## config.mk

```make
export PLATFORM = sky130hd
export DESIGN_NAME = rr_arb8_ctrl
export DESIGN_NICKNAME = d
export VERILOG_FILES = /design/src/rtl/rr_arb8_pkg.sv /design/src/rtl/arb_onehot_dec.sv /design/src/rtl/rr_arb8_ctrl.sv
export SDC_FILE = /design/constraint.sdc
export NUM_CORES = 1
export LEC_CHECK = 0
export ABC_CLOCK_PERIOD_IN_PS = 4800
export BUFFER_PORTS_ARGS = -buffer_cell sky130_fd_sc_hd__buf_4
export CORE_ASPECT_RATIO = 1.5
export CORE_MARGIN = 2
export CORE_UTILIZATION = 25
export DETAILED_ROUTE_END_ITERATION = 16
export PLACE_DENSITY = 0.54
export SYNTH_ARGS = -nofsm -noshare
export SYNTH_HDL_FRONTEND = slang
export SYNTH_SLANG_ARGS = --single-unit
```

## constraint.sdc

```tcl
create_clock -name clk -period 4.8 [get_ports clk]
set_input_delay 0.72 -clock clk [delete_from_list [all_inputs] [get_ports clk]]
set_output_delay 0.72 -clock clk [all_outputs]
set_load 0.05 [all_outputs]
```

## src/rtl/rr_arb8_pkg.sv

```systemverilog
// Shared types, widths and the round-robin search helper for the 8-way arbiter.
package rr_arb8_pkg;

   localparam int unsigned N_REQ = 8;
   localparam int unsigned IDX_W = 3;

   typedef enum logic {
      IDLE  = 1'b0,
      GRANT = 1'b1
   } arb_state_t;

   // First set request at or above ptr, wrapping 7->0; returns ptr when req is empty.
   function automatic logic [IDX_W-1:0] next_rr(input logic [N_REQ-1:0] req,
                                                input logic [IDX_W-1:0] ptr);
      logic [IDX_W-1:0] win;
      logic [IDX_W-1:0] idx;
      logic             found;
      win   = ptr;
      found = 1'b0;
      for (int i = 0; i < N_REQ; i++) begin
         idx = ptr + IDX_W'(i);
         if (!found && req[idx]) begin
            win   = idx;
            found = 1'b1;
         end
      end
      return win;
   endfunction

endpackage

```

## src/rtl/arb_onehot_dec.sv

```systemverilog
// 3-to-8 enable decoder: one-hot output of s when e is high, all zero otherwise.
module arb_onehot_dec
   import rr_arb8_pkg::*;
(
   input  logic             e,
   input  logic [IDX_W-1:0] s,
   output logic [N_REQ-1:0] y_c
);

   always_comb begin
      y_c = '0;
      if (e) y_c[s] = 1'b1;
   end

endmodule

```

## src/rtl/rr_arb8_ctrl.sv

```systemverilog
// 8-requester round-robin arbiter with request/release handshake and optional
// maximum hold time; gnt is the one-hot decode of the registered winner.
module rr_arb8_ctrl
   import rr_arb8_pkg::*;
#(
   parameter int unsigned MAX_HOLD = 16,
   parameter int unsigned HC_W     = 5
) (
   input  logic             clk,
   input  logic             rst_n,
   input  logic             en,
   input  logic [N_REQ-1:0] req,
   output logic [N_REQ-1:0] gnt,
   output logic [IDX_W-1:0] gnt_idx,
   output logic             gnt_valid,
   output logic             busy
);

   localparam logic            HOLD_LIM  = (MAX_HOLD != 0);
   localparam logic [HC_W-1:0] HOLD_LAST = HC_W'((MAX_HOLD == 0) ? 0 : MAX_HOLD - 1);

   arb_state_t       state_q, state_d;
   logic [IDX_W-1:0] ptr_q, ptr_d;
   logic [HC_W-1:0]  hold_cnt_q, hold_cnt_d;
   logic [IDX_W-1:0] gnt_idx_d;
   logic             gnt_valid_d;
   logic             release_c;

   // State and output registers
   always_ff @(posedge clk or negedge rst_n) begin
      if (!rst_n) begin
         state_q    <= IDLE;
         ptr_q      <= '0;
         hold_cnt_q <= '0;
         gnt_idx    <= '0;
         gnt_valid  <= 1'b0;
         busy       <= 1'b0;
      end else begin
         state_q    <= state_d;
         ptr_q      <= ptr_d;
         hold_cnt_q <= hold_cnt_d;
         gnt_idx    <= gnt_idx_d;
         gnt_valid  <= gnt_valid_d;
         busy       <= gnt_valid_d;
      end
   end

   // Next-state: arbitrate in IDLE, hold/release in GRANT
   always_comb begin
      state_d     = state_q;
      ptr_d       = ptr_q;
      hold_cnt_d  = hold_cnt_q;
      gnt_idx_d   = gnt_idx;
      gnt_valid_d = gnt_valid;
      release_c   = 1'b0;
      case (state_q)
         IDLE: begin
            if (en && (req != '0)) begin
               gnt_idx_d   = next_rr(req, ptr_q);
               gnt_valid_d = 1'b1;
               hold_cnt_d  = '0;
               state_d     = GRANT;
            end
         end
         GRANT: begin
            release_c = !req[gnt_idx] || !en || (HOLD_LIM && (hold_cnt_q == HOLD_LAST));
            if (release_c) begin
               gnt_valid_d = 1'b0;
               ptr_d       = gnt_idx + IDX_W'(1);
               state_d     = IDLE;
            end else if (hold_cnt_q != '1) begin
               hold_cnt_d = hold_cnt_q + HC_W'(1);
            end
         end
         default: state_d = IDLE;
      endcase
   end

   arb_onehot_dec u_dec (
      .e   (gnt_valid),
      .s   (gnt_idx),
      .y_c (gnt)
   );

endmodule

```

==> metrics, run 1 <==
outcome finished, final reports clean; DP HPWL about 3000 um; area grow syn2layout 17.1%; Post-CTS Resized 0; cell count after synthesis approximately 160; Top FF cell, synth dfrtp_1; DRT Wirelength between 3000 and 4000 um; FILL cells 650; Min Clock Period, post-route ~3.3 ns; grt total ovfl 0; post-CTS setup buffers 0; initial antenna violation count 0; Bufs and invs on worst path 1; GP Congestion just under 0.9; WP data arrival 3.47 ns; Critical Path End Type flip-flop; CP max FO 13; fmax 301 MHz; global-route wire length before repair about 6200 um; crit-path max cell delay between 0.6 and 0.7 ns; CTS max path bufs 2; starting density of the core about a quarter; CTS hold repair buffers 0; Clock Sinks 13; Vias/cell roughly 5.2; CP Cell Sequence inv_1, ha_1, mux4_2, mux2i_4, nand3_1, a2111oi_2, a2111oi_1, a211oi_1; largest net degree at the start of global routing 14; Rel. slew slack a little over a third; die area 6650 um^2; Row Count 34; Wirelength per Cell ~15 um; Final ANT Viol Nets 0; synth warn 0; R2R cell count 8; post-synth top area cell dfrtp_1; Mean Syn Cell Area approximately 9.6 um^2; largest cells by area after synthesis dfrtp_1 22%, mux4_2 9.0%, mux4_1 7.0%; skew final approximately 0.0025 ns; most common cell in the synthesized netlist nand2_1; Setup Total Neg Slack 0 ns; r2r endpoint gnt_idx[1]$_DFFE_PN0P_; Antenna Cells 0; Fin. Hold Viols 0; sequential share of the synthesized area between 20% and 30%; die height between 90 and 100 um; number of max-cap violations 0; die width about 67 um; setup repair after global routing missed its margin no; synth cell count leaders 16 x nand2_1, 13 x dfrtp_1, 11 x nor2_1; TritonCTS clock tree built; # H-tree levels 1; worst-skew pair later-pin latency 0.24 ns; Top delay family on crit path multiplexers; Yosys cell types just under 50; DR vias around 1300; Slew Viols, Final 0; Startpoint Class flip-flop; Worst Setup SP ptr_q[0]$_DFFE_PN0P_; Yosys reg bits 13; crit path max-delay cell type dfrtp_1; post-synth net total ~170; layout cells sized above 1 between 20% and 30%; clock root cell clkbuf_8; Reg clk slew, reported paths 0.06 ns; r2r startpoint ptr_q[0]$_DFFE_PN0P_; crit path kind flip-flop to flip-flop; Worst Setup EP gnt_idx[1]$_DFFE_PN0P_; count of final setup violators 0; FF-to-FF setup slack ~1.5 ns; EDFF count, synth 0; worst slew pin tran about 0.97 ns; Pre-Repair DR Iteration Count 5; async set-or-reset flop fraction in the synthesized netlist 100%; DRC viols 0; port bufs 23; Worst Path Required slightly below 5 ns; GRT Total Usage 11.9%; vias in the first global route between 1000 and 1500; period utilization between 60% and 70%; Iteration-0 DRC Markers 20; NumNets Final a little under 200; area of the mapped netlist between 1500 and 2000 um^2; core area roughly 5800 um^2; CP Depth 8; # IOs 24; Tightest Hold Check Type primary input to asynchronous set/reset pin; Synth top area share 21.7%; clock buffer count from CTS 3
area by class of cell:
class / instances / area [um^2] / share of cell area (%)
Multi-Input combinational cell: 131 / 1110 / 62.9
Sequential cell: 13 / 325 / 18.5
Timing Repair Buffer: 23 / 173 / 9.82
Tap cell: 72 / 90.1 / 5.12
Clock buffer: 4 / 45.0 / 2.56
Inverter: 5 / 18.8 / 1.07
cells by family (layout without fill, tap and decap cells):
group           count (synthesis)  count (layout)  synth area share, %
flops                          13              13                 21.7
buf+inv                        13              32                 4.67
mux                            25              25                 28.7
xor+xnor                        6               6                 3.50
simple gates                   66              66                 23.7
compound gates                 28              28                 12.8
fa+ha+maj                       6               6                 5.00
stage by stage:
stage / cell area, um^2 / hold slack (ns) / instances / worst slack (ns) / utilization, %
global route: 1760 / 0.326 / 248 / 1.07 / 30.4
global placement: 1710 / 0.511 / 244 / 1.54 / 29.6
finish: 1760 / 0.310 / 248 / 1.48 / 30.4
floorplan: 1500 / 0.424 / 157 / 1.79 / -
detailed placement: 1710 / 0.516 / 244 / 1.51 / 29.6
CTS: 1760 / 0.314 / 248 / 1.47 / 30.4
layout by cell type, fill, tap and decap left out, drive strengths merged, types with 2 or more instances in the layout:
| cell type | instances |
|---|---|
| mux2i | 9 |
| buf | 23 |
| o22ai | 3 |
| nand2 | 16 |
| clkbuf | 4 |
| nand4 | 2 |
| nand3 | 4 |
| nand2b | 8 |
| o21ai | 5 |
| and3 | 2 |
| nor2 | 11 |
| nor2b | 4 |
| or2b | 2 |
| and2 | 2 |
| nand3b | 2 |
| inv | 5 |
| nor4 | 3 |
| ha | 6 |
| or2 | 2 |
| nor3 | 5 |
| mux4 | 10 |
| dfrtp | 13 |
| a211oi | 2 |
| a21oi | 8 |
| xnor2 | 4 |
| xor2 | 2 |
| mux2 | 6 |
| a2111oi | 2 |
worst min path at each step:
stage                               from                   endpoint  slack (ns)
5_1_grt                            rst_n           busy$_DFFE_PN0P_        0.33
3_3_place_gp   hold_cnt_q[0]$_DFFE_PN0P_  hold_cnt_q[0]$_DFFE_PN0P_        0.51
3_5_place_dp   hold_cnt_q[0]$_DFFE_PN0P_  hold_cnt_q[0]$_DFFE_PN0P_        0.52
6_report                           rst_n       ptr_q[2]$_DFFE_PN0P_        0.31
4_1_cts                            rst_n  hold_cnt_q[4]$_DFFE_PN0P_        0.31
2_1_floorplan                      rst_n           busy$_DFFE_PN0P_        0.42
per-layer routing:
metal / share of wire (%) / routed length [um] / vias up / track usage (%)
met5: 0 / 0 / - / 0
met4: 1.7 / 64 / 0 / 3.77
met3: 1.9 / 69 / 6 / 1.14
met2: 56 / 2090 / 24 / 21.6
met1: 40 / 1480 / 620 / 14.3
li1: - / - / 633 / -
flip-flops by register name, summed over array words and instances, names as in the netlist:
name,count
hold_cnt_q,5
busy,1
state_q,1
ptr_q,3
gnt_idx,3
Power of run 1 is not shown: default switching activity piles up to over one toggle a cycle in this logic, so the estimate is an artifact.
==> run 2, diff against run 1 <==
Settings changed: ABC_CLOCK_PERIOD_IN_PS 4800 to 3200.
Clock period 4.8 ns to 3.2 ns, I/O delays scaled along.
==> metrics, run 2 (synthesis results as in run 1) <==
count of final setup violators 0; commonest cells after routing, fill and taps aside 26 x buf_4, 16 x nand2_1, 13 x dfrtp_1; DRT Wirelength approximately 3700 um; Min Clock Period, post-route 2.86 ns; NumNets Final between 150 and 200; GR Layer Usage met3 less than 1%; fmax between 300 and 400 MHz; gr busiest metal met2; die area 6650 um^2; # IOs 24; Slew Viols, Final 0; Pre-Repair DR Iteration Count 4; CP max FO 8; DR vias 1303; worst slew pin tran 0.961 ns; DP HPWL ~3000 um; Antenna Cells 0; Iteration-0 DRC Markers 21; Reg clk slew, reported paths roughly 0.050 ns; die width roughly 67 um; FILL cells around 650; met2 Use GR between 20% and 30%; Row Count 34; Tightest Hold Check Type primary input to asynchronous set/reset pin; DRC viols 0; vias in the first global route between 1000 and 1500; GP Congestion 0.833; Clock Sinks 13; FF/Latch Area between 300 and 400 um^2; layout cells sized above 1 27.4%; Wirelength per Cell between 10 and 15 um; Post-CTS Resized 0; Worst Path Required 3.34 ns; # H-tree levels 1; global-route wire length before repair roughly 6400 um; clock root cell clkbuf_8; Most flops, register hold_cnt_q; crit path kind flip-flop to flip-flop; core area 5790 um^2; CTS max path bufs 2; Rel. slew slack 35.4%; GRT Total Usage between 10% and 20%; GR Layer Usage met1 around 15%; TritonCTS clock tree built; clock buffer count from CTS 3; biggest regs hold_cnt_q x5, gnt_idx x3, ptr_q x3; port bufs 23; WP data arrival between 3 and 4 ns; post-CTS setup buffers 0; grt total ovfl 0; number of max-cap violations 0; Critical Path End Type flip-flop; skew final between 0.0006 and 0.0007 ns; worst-skew pair later-pin latency ~0.24 ns; commonest non-fill, non-tap cell in the layout buf_4; CTS hold repair buffers 0; Fin. Hold Viols 0; max reg flops 5; area grow syn2layout 18.6%; Vias/cell between 5 and 6; Final ANT Viol Nets 0; die height just under 100 um; footprint of the multi-input gates about 1100 um^2; Setup Total Neg Slack 0 ns; Startpoint Class flip-flop; starting density of the core about a quarter; outcome finished, final reports clean; setup repair after global routing missed its margin no; largest net degree at the start of global routing 14; period utilization around 89%; initial antenna violation count 0
==> run 2: changes by cell type in the layout (fill, tap and decap cells not counted) <==
cell   change
buf_4      +3
==> run 2: path summary, 6_finish.rpt <==
path | start | end | slack [ns] | cells after the start
hold reg to reg | hold_cnt_q[0]$_DFFE_PN0P_ | hold_cnt_q[0]$_DFFE_PN0P_ | 0.51 | 1
setup reg to reg | ptr_q[0]$_DFFE_PN0P_ | gnt_idx[1]$_DFFE_PN0P_ | 0.34 | 8
hold / removal | rst_n | state_q$_DFF_PN0_ | 0.08 | 1
min in group clk | hold_cnt_q[0]$_DFFE_PN0P_ | hold_cnt_q[0]$_DFFE_PN0P_ | 0.51 | 1
setup / recovery | ptr_q[0]$_DFFE_PN0P_ | gnt_idx[1]$_DFFE_PN0P_ | 0.34 | 8
max in group asynchronous | rst_n | gnt_idx[0]$_DFFE_PN0P_ | 2.97 | 1
==> run 2: stage by stage <==
step	instance area, um^2	cells	hold WS [ns]	setup WS, ns	utilization [%]
3_5_place_dp	1740	247	0.334	0.343	30.0
5_1_grt	1780	251	0.0800	0.0707	30.8
2_1_floorplan	1500	157	0.184	0.194	-
6_report	1780	251	0.0753	0.337	30.8
3_3_place_gp	1740	247	0.338	0.435	30.0
4_1_cts	1780	251	0.0742	0.316	30.8
==> run 2: metal layers <==
| layer | up-vias | routed length [um] |
|---|---|---|
| met4 | 0 | 67 |
| met1 | 634 | 1540 |
| met2 | 22 | 2010 |
| li1 | 639 | - |
| met5 | - | 0 |
| met3 | 8 | 63 |
==> run 2: layout make-up <==
class,count,area share (%)
multi-input cells,131,62.1
flip-flops and latches,13,18.3
repair buffers,26,11.0
well taps,72,5.06
clock buffers,4,2.53
inverters,5,1.05
==> run 2: worst max-delay path: stages (launching register included) <==
cell and delay, ns:
dfrtp_1 0.42, inv_1 0.06, ha_1 0.35, mux4_2 0.59
mux2i_4 0.29, nand3_1 0.25, a2111oi_2 0.45, a2111oi_1 0.09
a211oi_1 0.26
Power of run 2 is left out for the same reason.
==> run 3, diff against run 2 <==
Settings changed: CELL_PAD_IN_SITES_DETAIL_PLACEMENT set to 1, CELL_PAD_IN_SITES_GLOBAL_PLACEMENT set to 1, PLACE_DENSITY 0.54 to 0.63.
==> metrics, run 3 (synthesis results as in run 1) <==
post-CTS setup buffers 0; CTS max path bufs 2; Pre-Repair DR Iteration Count 4; r2r startpoint ptr_q[1]$_DFFE_PN0P_; clock root cell clkbuf_8; worst slew pin tran around 0.98 ns; outcome finished, final reports clean; DRT Wirelength 4160 um; largest net degree at the start of global routing 14; Worst Path Required 3.32 ns; area grow syn2layout 19.1%; starting density of the core ~26%; Vias/cell roughly 5.4; Reg clk slew, reported paths roughly 0.060 ns; clock buffer count from CTS 3; Critical Path End Type flip-flop; Post-CTS Resized 0; vias in the first global route approximately 1400; die area between 6000 and 7000 um^2; commonest cells after routing, fill and taps aside 27 x buf_4, 16 x nand2_1, 13 x dfrtp_1; port bufs 23; FILL cells just over 700; TritonCTS clock tree built; Final Util between 30% and 40%; grt total ovfl 0; Slew Viols, Final 0; global-route wire length before repair 7100 um; Rel. slew slack 34.4%; max reg flops 5; worst-skew pair later-pin latency 0.25 ns; CP max FO 8; Most flops, register hold_cnt_q; initial antenna violation count 0; commonest non-fill, non-tap cell in the layout buf_4; FF-to-FF setup slack around 0.45 ns; Min Clock Period, post-route around 2.8 ns; fmax about 360 MHz; layout cells sized above 1 27.8%; Setup Total Neg Slack 0 ns; Fin. Hold Viols 0; GP Congestion slightly above 0.8; biggest regs hold_cnt_q x5, gnt_idx x3, ptr_q x3; CTS hold repair buffers 0; DRC viols 0; DP HPWL between 3000 and 4000 um; die width about 67 um; R2R cell count 8; skew final 0.00142 ns; Clock Sinks 13; # IOs 24; setup repair after global routing missed its margin no; Iteration-0 DRC Markers 20; # H-tree levels 1; period utilization about 86%; Antenna Cells 0; Tightest Hold Check Type primary input to asynchronous set/reset pin; die height 98.9 um; DR vias between 1000 and 1500; GRT Total Usage 13.8%; Row Count 34; crit path kind flip-flop to flip-flop; Final ANT Viol Nets 0; NumNets Final approximately 200; core area 5790 um^2; WP data arrival 2.87 ns; Wirelength per Cell between 15 and 20 um; Startpoint Class flip-flop; r2r endpoint gnt_idx[1]$_DFFE_PN0P_; number of max-cap violations 0; count of final setup violators 0
==> run 3: changes by cell type in the layout (fill, tap and decap cells not counted), sizes merged <==
cell	delta
buf	+1
==> run 3: worst max-delay path by stage <==
stage                                     from                endpoint  slack (ns)
after floorplan           ptr_q[1]$_DFFE_PN0P_  gnt_idx[1]$_DFFE_PN0P_        0.19
after global placement    ptr_q[0]$_DFFE_PN0P_  gnt_idx[1]$_DFFE_PN0P_        0.48
after detailed placement  ptr_q[0]$_DFFE_PN0P_  gnt_idx[1]$_DFFE_PN0P_        0.45
after CTS                 ptr_q[1]$_DFFE_PN0P_  gnt_idx[1]$_DFFE_PN0P_        0.44
after global routing      ptr_q[1]$_DFFE_PN0P_  gnt_idx[1]$_DFFE_PN0P_        0.25
final                     ptr_q[1]$_DFFE_PN0P_  gnt_idx[1]$_DFFE_PN0P_        0.45
==> run 3: metal layers <==
layer / wire length [um] / GRT usage (%)
met5: 0 / 0
met4: 60 / 3.45
met3: 56 / 1.14
met2: 2350 / 25.6
met1: 1680 / 16.6
==> run 3: worst max-delay path, cell delays in order (launching register included) <==
cell,delay (ns)
dfrtp_1,0.34
inv_1,0.05
ha_1,0.39
mux4_2,0.61
mux2i_4,0.29
nand4_2,0.18
or4_4,0.47
a211oi_1,0.22
a211oi_1,0.08
==> run 3: through the flow <==
step                      worst slack [ns]  cell area [um^2]  instances  hold WS [ns]
after floorplan                      0.194              1500        157         0.184
after global placement               0.482              1740        248         0.336
after detailed placement             0.449              1740        248         0.336
after CTS                            0.436              1790        252        0.0658
after global routing                 0.253              1790        252        0.0703
final                                0.445              1790        252        0.0681
==> run 3: area by class of cell <==
type | count | area, um^2 | area share, %
Multi-Input combinational cell | 131 | 1110 | 61.9
Sequential cell | 13 | 325 | 18.2
Timing Repair Buffer | 27 | 203 | 11.3
Tap cell | 72 | 90.1 | 5.04
Clock buffer | 4 | 45.0 | 2.52
Inverter | 5 | 18.8 | 1.05
Power of run 3 is left out for the same reason.
